`config.mk`:
```
export PLATFORM = sky130hd
export DESIGN_NAME = out_signature_monitor
export DESIGN_NICKNAME = d
export VERILOG_FILES = /design/src/rtl/out_signature_monitor.sv
export SDC_FILE = /design/constraint.sdc
export NUM_CORES = 1
export LEC_CHECK = 0
export ABC_AREA = 1
export CAP_MARGIN = 0
export CORE_AREA = 2 2 182 184
export CTS_CLUSTER_DIAMETER = 40
export CTS_CLUSTER_SIZE = 10
export DETAILED_ROUTE_END_ITERATION = 16
export DIE_AREA = 0 0 184 186
export GPL_TIMING_DRIVEN = 0
export PLACE_DENSITY = 0.68
export REMOVE_ABC_BUFFERS = 1
export SYNTH_ARGS = -nofsm -noshare
export SYNTH_HDL_FRONTEND = slang
export SYNTH_SLANG_ARGS = --single-unit
```
`constraint.sdc`:
```
create_clock -name clk -period 2.35 [get_ports clk]
set_input_delay 0.3525 -clock clk [delete_from_list [all_inputs] [get_ports clk]]
set_output_delay 0.3525 -clock clk [all_outputs]
set_load 0.02 [all_outputs]
```
`src/rtl/out_signature_monitor.sv`:
```
`default_nettype none
// ============================================================================
// out_signature_monitor : folds a wide output bus into a MISR signature over a
// start-triggered sample window.                                   Rev 1.0
// ============================================================================
module out_signature_monitor #(
  parameter int              OUT_W       = 330,
  parameter int              SIG_W       = 32,
  parameter logic [SIG_W-1:0] POLY       = 32'h04C11DB7,
  parameter logic [SIG_W-1:0] SEED       = 32'hFFFFFFFF,
  parameter int              SKIP_CYCLES = 2
) (
  input  logic             clk,
  input  logic             rst_n,
  input  logic [OUT_W-1:0] out_flat,
  input  logic             start,
  input  logic [31:0]      num_cycles,
  input  logic [SIG_W-1:0] expected_sig,
  output logic             busy,
  output logic             done,
  output logic [SIG_W-1:0] signature,
  output logic [31:0]      sample_count,
  output logic             match
);

  typedef enum logic [1:0] {
    S_IDLE = 2'd0,
    S_SKIP = 2'd1,
    S_RUN  = 2'd2,
    S_DONE = 2'd3
  } state_t;

  state_t           r_state;
  logic [31:0]      r_num;
  logic [31:0]      r_skip_cnt;
  logic [SIG_W-1:0] w_fold;
  logic [SIG_W-1:0] w_next_sig;
  logic [31:0]      w_next_count;

  // Bit i lands in fold position i mod SIG_W; the partial top chunk is thereby zero-extended.
  always_comb begin
    w_fold = '0;
    for (int i = 0; i < OUT_W; i++) begin
      w_fold[i % SIG_W] = w_fold[i % SIG_W] ^ out_flat[i];
    end
  end

  assign w_next_sig   = {signature[SIG_W-2:0], 1'b0} ^ (signature[SIG_W-1] ? POLY : '0) ^ w_fold;
  assign w_next_count = sample_count + 32'd1;
  assign match        = done && (signature == expected_sig);

  always_ff @(posedge clk or negedge rst_n) begin
    if (!rst_n) begin
      r_state      <= S_IDLE;
      r_num        <= '0;
      r_skip_cnt   <= '0;
      signature    <= SEED;
      sample_count <= '0;
      busy         <= 1'b0;
      done         <= 1'b0;
    end else begin
      case (r_state)
        S_IDLE, S_DONE: begin
          if (start) begin
            r_num        <= num_cycles;
            r_skip_cnt   <= '0;
            signature    <= SEED;
            sample_count <= '0;
            if (num_cycles == 32'd0) begin
              r_state <= S_DONE;
              done    <= 1'b1;
              busy    <= 1'b0;
            end else if (SKIP_CYCLES > 0) begin
              r_state <= S_SKIP;
              done    <= 1'b0;
              busy    <= 1'b1;
            end else begin
              r_state <= S_RUN;
              done    <= 1'b0;
              busy    <= 1'b1;
            end
          end
        end
        S_SKIP: begin
          r_skip_cnt <= r_skip_cnt + 32'd1;
          if (r_skip_cnt == 32'(SKIP_CYCLES - 1)) begin
            r_state <= S_RUN;
          end
        end
        S_RUN: begin
          signature    <= w_next_sig;
          sample_count <= w_next_count;
          if (w_next_count == r_num) begin
            r_state <= S_DONE;
            busy    <= 1'b0;
            done    <= 1'b1;
          end
        end
        default: begin
          r_state <= S_IDLE;
          busy    <= 1'b0;
          done    <= 1'b0;
        end
      endcase
    end
  end

endmodule
`default_nettype wire

```
==> impl_results.md <==
- Status: complete, but fails checks
- Failing checks: setup timing
- Clk sink count: 132
- # placed instances: 2291
- Die Wd: 184 µm
- Hold Path End: r_num[9]$_DFFE_PN0P_
- Share of cells above drive strength 1: 11.7%
- CP top delay family: simple AND/OR/NAND/NOR gates
- Setup WS post-layout: -0.131 ns
- Clk_skew: between 0.01 and 0.015 ns
- Die area: 0.0342 mm²
- Worst Path Max Fanout: 3
- Slew HR: 54.4%
- RSZ-0062 raised after global routing: true
- Synth cell count leaders: nand2_1, xnor2_1, inv_1
- Post-Synthesis Cell Area: 0.0107 mm²
- CP Data Required Time: about 2.0 ns
- Worst hold path class: in -> reg
- Min Hold Slack: slightly below 0.5 ns
- PortBufs: ~460
- Initial antenna violation count: 8
- Maximum clock rate: between 400 and 500 MHz
- Slew Limit Fails: 0
- Final period util: 106%
- Grt ovf: 0
- R2r startpoint: sample_count[7]$_DFFE_PN0P_
- Inserted Clock Buffers: 17
- DRC violations left: 0
- Min-Delay Path Depth: 3
- Critical path's largest stage delay: approximately 0.48 ns
- Top_reg_cell synth: dfrtp_1
- Hold Fails Final Rpt: 0
- Routed wire length per instance: around 19 µm
- Worst Max-Slew Pin Slew: about 0.68 ns
- Clock Tree Root: clkbuf_16
- Post-synthesis async set-or-reset flop share: between 90% and 100%
- DR vias/cell: 4.86
- DR vias: 11529
- Worst setup SP type: register
- Worst R2R Path Depth: 17
- Clk_lat worst skew: roughly 0.43 ns
- CTS tree: yes
- Die Ht: about 190 µm
- Max Cap Viol: 0
- Leak: about 7.0 nW
- Initial Utilization: roughly 33%
- R2R Setup Slk: ~0.02 ns
- Number of global-route vias before repair: between 10000 and 15000
- Top-count cell post-synth: nand2_1
- Final Wtd Congestion: a little under 1
- Pwr per Cell Area: around 870 mW/mm²
- Fin crit period: around 2.5 ns
- Netlist cell types: 40
- Largest net degree at the start of global routing: between 60 and 70
- Top cells by area, synth: dfrtp_1, xnor2_1, nand2_1
- CP bufs+invs: 1
- DPL Wire Length: around 37000 µm
- EDFF count, synth: 0
- Row Count: 66
- Mean Syn Cell Area: around 7.5 µm²
- Final cell count without fillers: 2370
- Drt total wl: between 40000 and 50000 µm
- Max VDD drop: just under 0.0006 V
- Clock-pin slew on the worst setup and hold paths: 0.07 ns
- Nets: between 2000 and 2500
- Total GRT Usage: a little over a quarter
- Leading area contributor after synthesis: dfrtp_1
- Initial DRC Count: ~760
- Reg2reg end: r_state[0]$_DFFE_PN0P_
- Worst hold start: num_cycles[9]
- Clock buffer depth: 2
- Sequential-to-total area share from yosys stat: 31.2%
- CP endpoint kind: output port
- CP arrival: 2.13 ns
- First-pass GRT wire length: 66900 µm
- Drt pass-1 iters: 5
- CP max stage cell: dfstp_4
- I/O Pins: 464
- Mapped Cells: between 1000 and 1500
- CP cell instances: or2_2, a221oi_4, nand4_1, nor2_1, buf_4
- Area delta synth->final: 60.1%
- Core Area: between 0.03 and 0.04 mm²
- Routed Antenna Nets: 0
- Number of synthesized register bits: 132
- Clock H-tree levels: 4
- Ys Warns: 0
- Crit Path Class: reg -> out
- Final setup violation count: 1
- Area share of the largest cell type after synthesis: approximately a quarter
-- registers in the layout, summed over array words and instances, names as in the netlist --
register,flops
signature,32
sample_count,32
r_num,32
busy,1
r_state,2
r_skip_cnt,32
done,1
-- power breakdown --
part,switching (mW),internal (mW)
clock network,1.18,1.49
logic,4.49,3.74
registers,0.865,3.15
total,6.54,8.38
-- worst reg2reg max path: stages, from the launching register on --
cell     delay [ns]
dfrtp_2        0.42
nand2_1        0.15
nor2_4         0.17
nand2_2        0.09
nor2_4         0.18
nand2_2        0.09
nand2_2        0.09
nand2_1        0.06
nand2_1        0.06
nand2_1        0.06
nor2_2         0.15
nand3_1        0.11
nor2_2         0.17
nand3_2        0.12
nand2_4        0.12
nand2_2        0.06
nand2_1        0.08
nand2_1        0.05
-- cells in the final DEF, fill, tap and decap left out, drive strengths merged --
cell type,netlist,layout
a221oi,4,4
inv,156,162
xor2,134,134
clkinvlp,0,1
o21ai,57,57
or2,23,23
clkbuf,18,17
nor4,21,21
nand3,62,62
nor3b,1,1
diode,0,4
nand3b,17,17
a211oi,3,3
xnor3,2,2
and3,1,1
a22o,2,2
dlygate4sd2,0,2
bufinv,0,1
clkinv,2,9
dfstp,32,32
a311oi,1,1
nor3,19,19
xnor2,202,202
nand2,371,372
dlygate4sd3,0,1
o2111a,1,1
a21oi,22,22
o22ai,45,45
a31oi,5,5
buf,4,47
ha,6,6
nand4,14,14
o21a,2,2
clkdlybuf4s50,0,459
nor2,109,109
dfrtp,100,100
a32oi,2,2
-- repair_timing --
item	CTS	global route
cloned	1	0
resized for setup	50	57
endpoints found under the hold margin	40	0
setup endpoints to repair	134	34
hold buffers	1	0
pin swaps	17	29
buffers inserted	22	19
-- layout make-up --
type / instances / area [µm²]
diodes: 4 / 10.0
clock buffers: 17 / 425
clock inverters: 15 / 149
fillers: 3071 / 15000
inverters: 158 / 609
multi-input cells: 1127 / 7060
flip-flops and latches: 132 / 3360
well taps: 408 / 510
repair buffers: 509 / 5050
-- metal layers --
layer	wire, µm	share of wire, %	GRT usage, %
met5	40	0.088	0
met4	866	1.9	5.89
met3	3400	7.5	6.32
met2	22500	49	46.8
met1	18800	41	32.3
-- worst max path at each step --
stage / depth (start not counted) / from / slack (ns) / endpoint
6_report: 5 / signature[31]$_DFFE_PN1P_ / -0.13 / match
5_1_grt: 6 / signature[20]$_DFFE_PN1P_ / -0.22 / match
4_1_cts: 6 / signature[20]$_DFFE_PN1P_ / -0.15 / match
3_5_place_dp: 14 / start / -1.56 / r_skip_cnt[31]$_DFFE_PN0P_
3_3_place_gp: 1 / rst_n / -4.66 / r_num[7]$_DFFE_PN0P_
2_1_floorplan: 5 / r_state[0]$_DFFE_PN0P_ / -1.08 / sample_count[1]$_DFFE_PN0P_
-- metrics by stage --
stage	cell area [µm²]	setup WS [ns]	setup TNS (ns)	power (mW)	util (%)
2_1_floorplan	10600	-1.08	-54.13	8.23	-
3_3_place_gp	15800	-4.66	-844.19	10.6	49.0
3_5_place_dp	15900	-1.56	-99.38	11.5	49.4
4_1_cts	16800	-0.149	-0.149	14.6	52.3
5_1_grt	17200	-0.221	-0.754	15.9	53.3
6_report	17200	-0.131	-0.131	14.9	53.3
-- logic make-up after synthesis --
family / after synthesis / synth area share [%]
xor gates and xnor gates: 338 / 27.9
AOI/OAI and AO/OA: 144 / 7.79
DFF: 132 / 31.2
and+or+nand+nor: 638 / 26.2
adders and majority gates: 6 / 0.700
buffers and inverters: 180 / 6.32
Note: power is estimated with default switching activity, not from simulation.
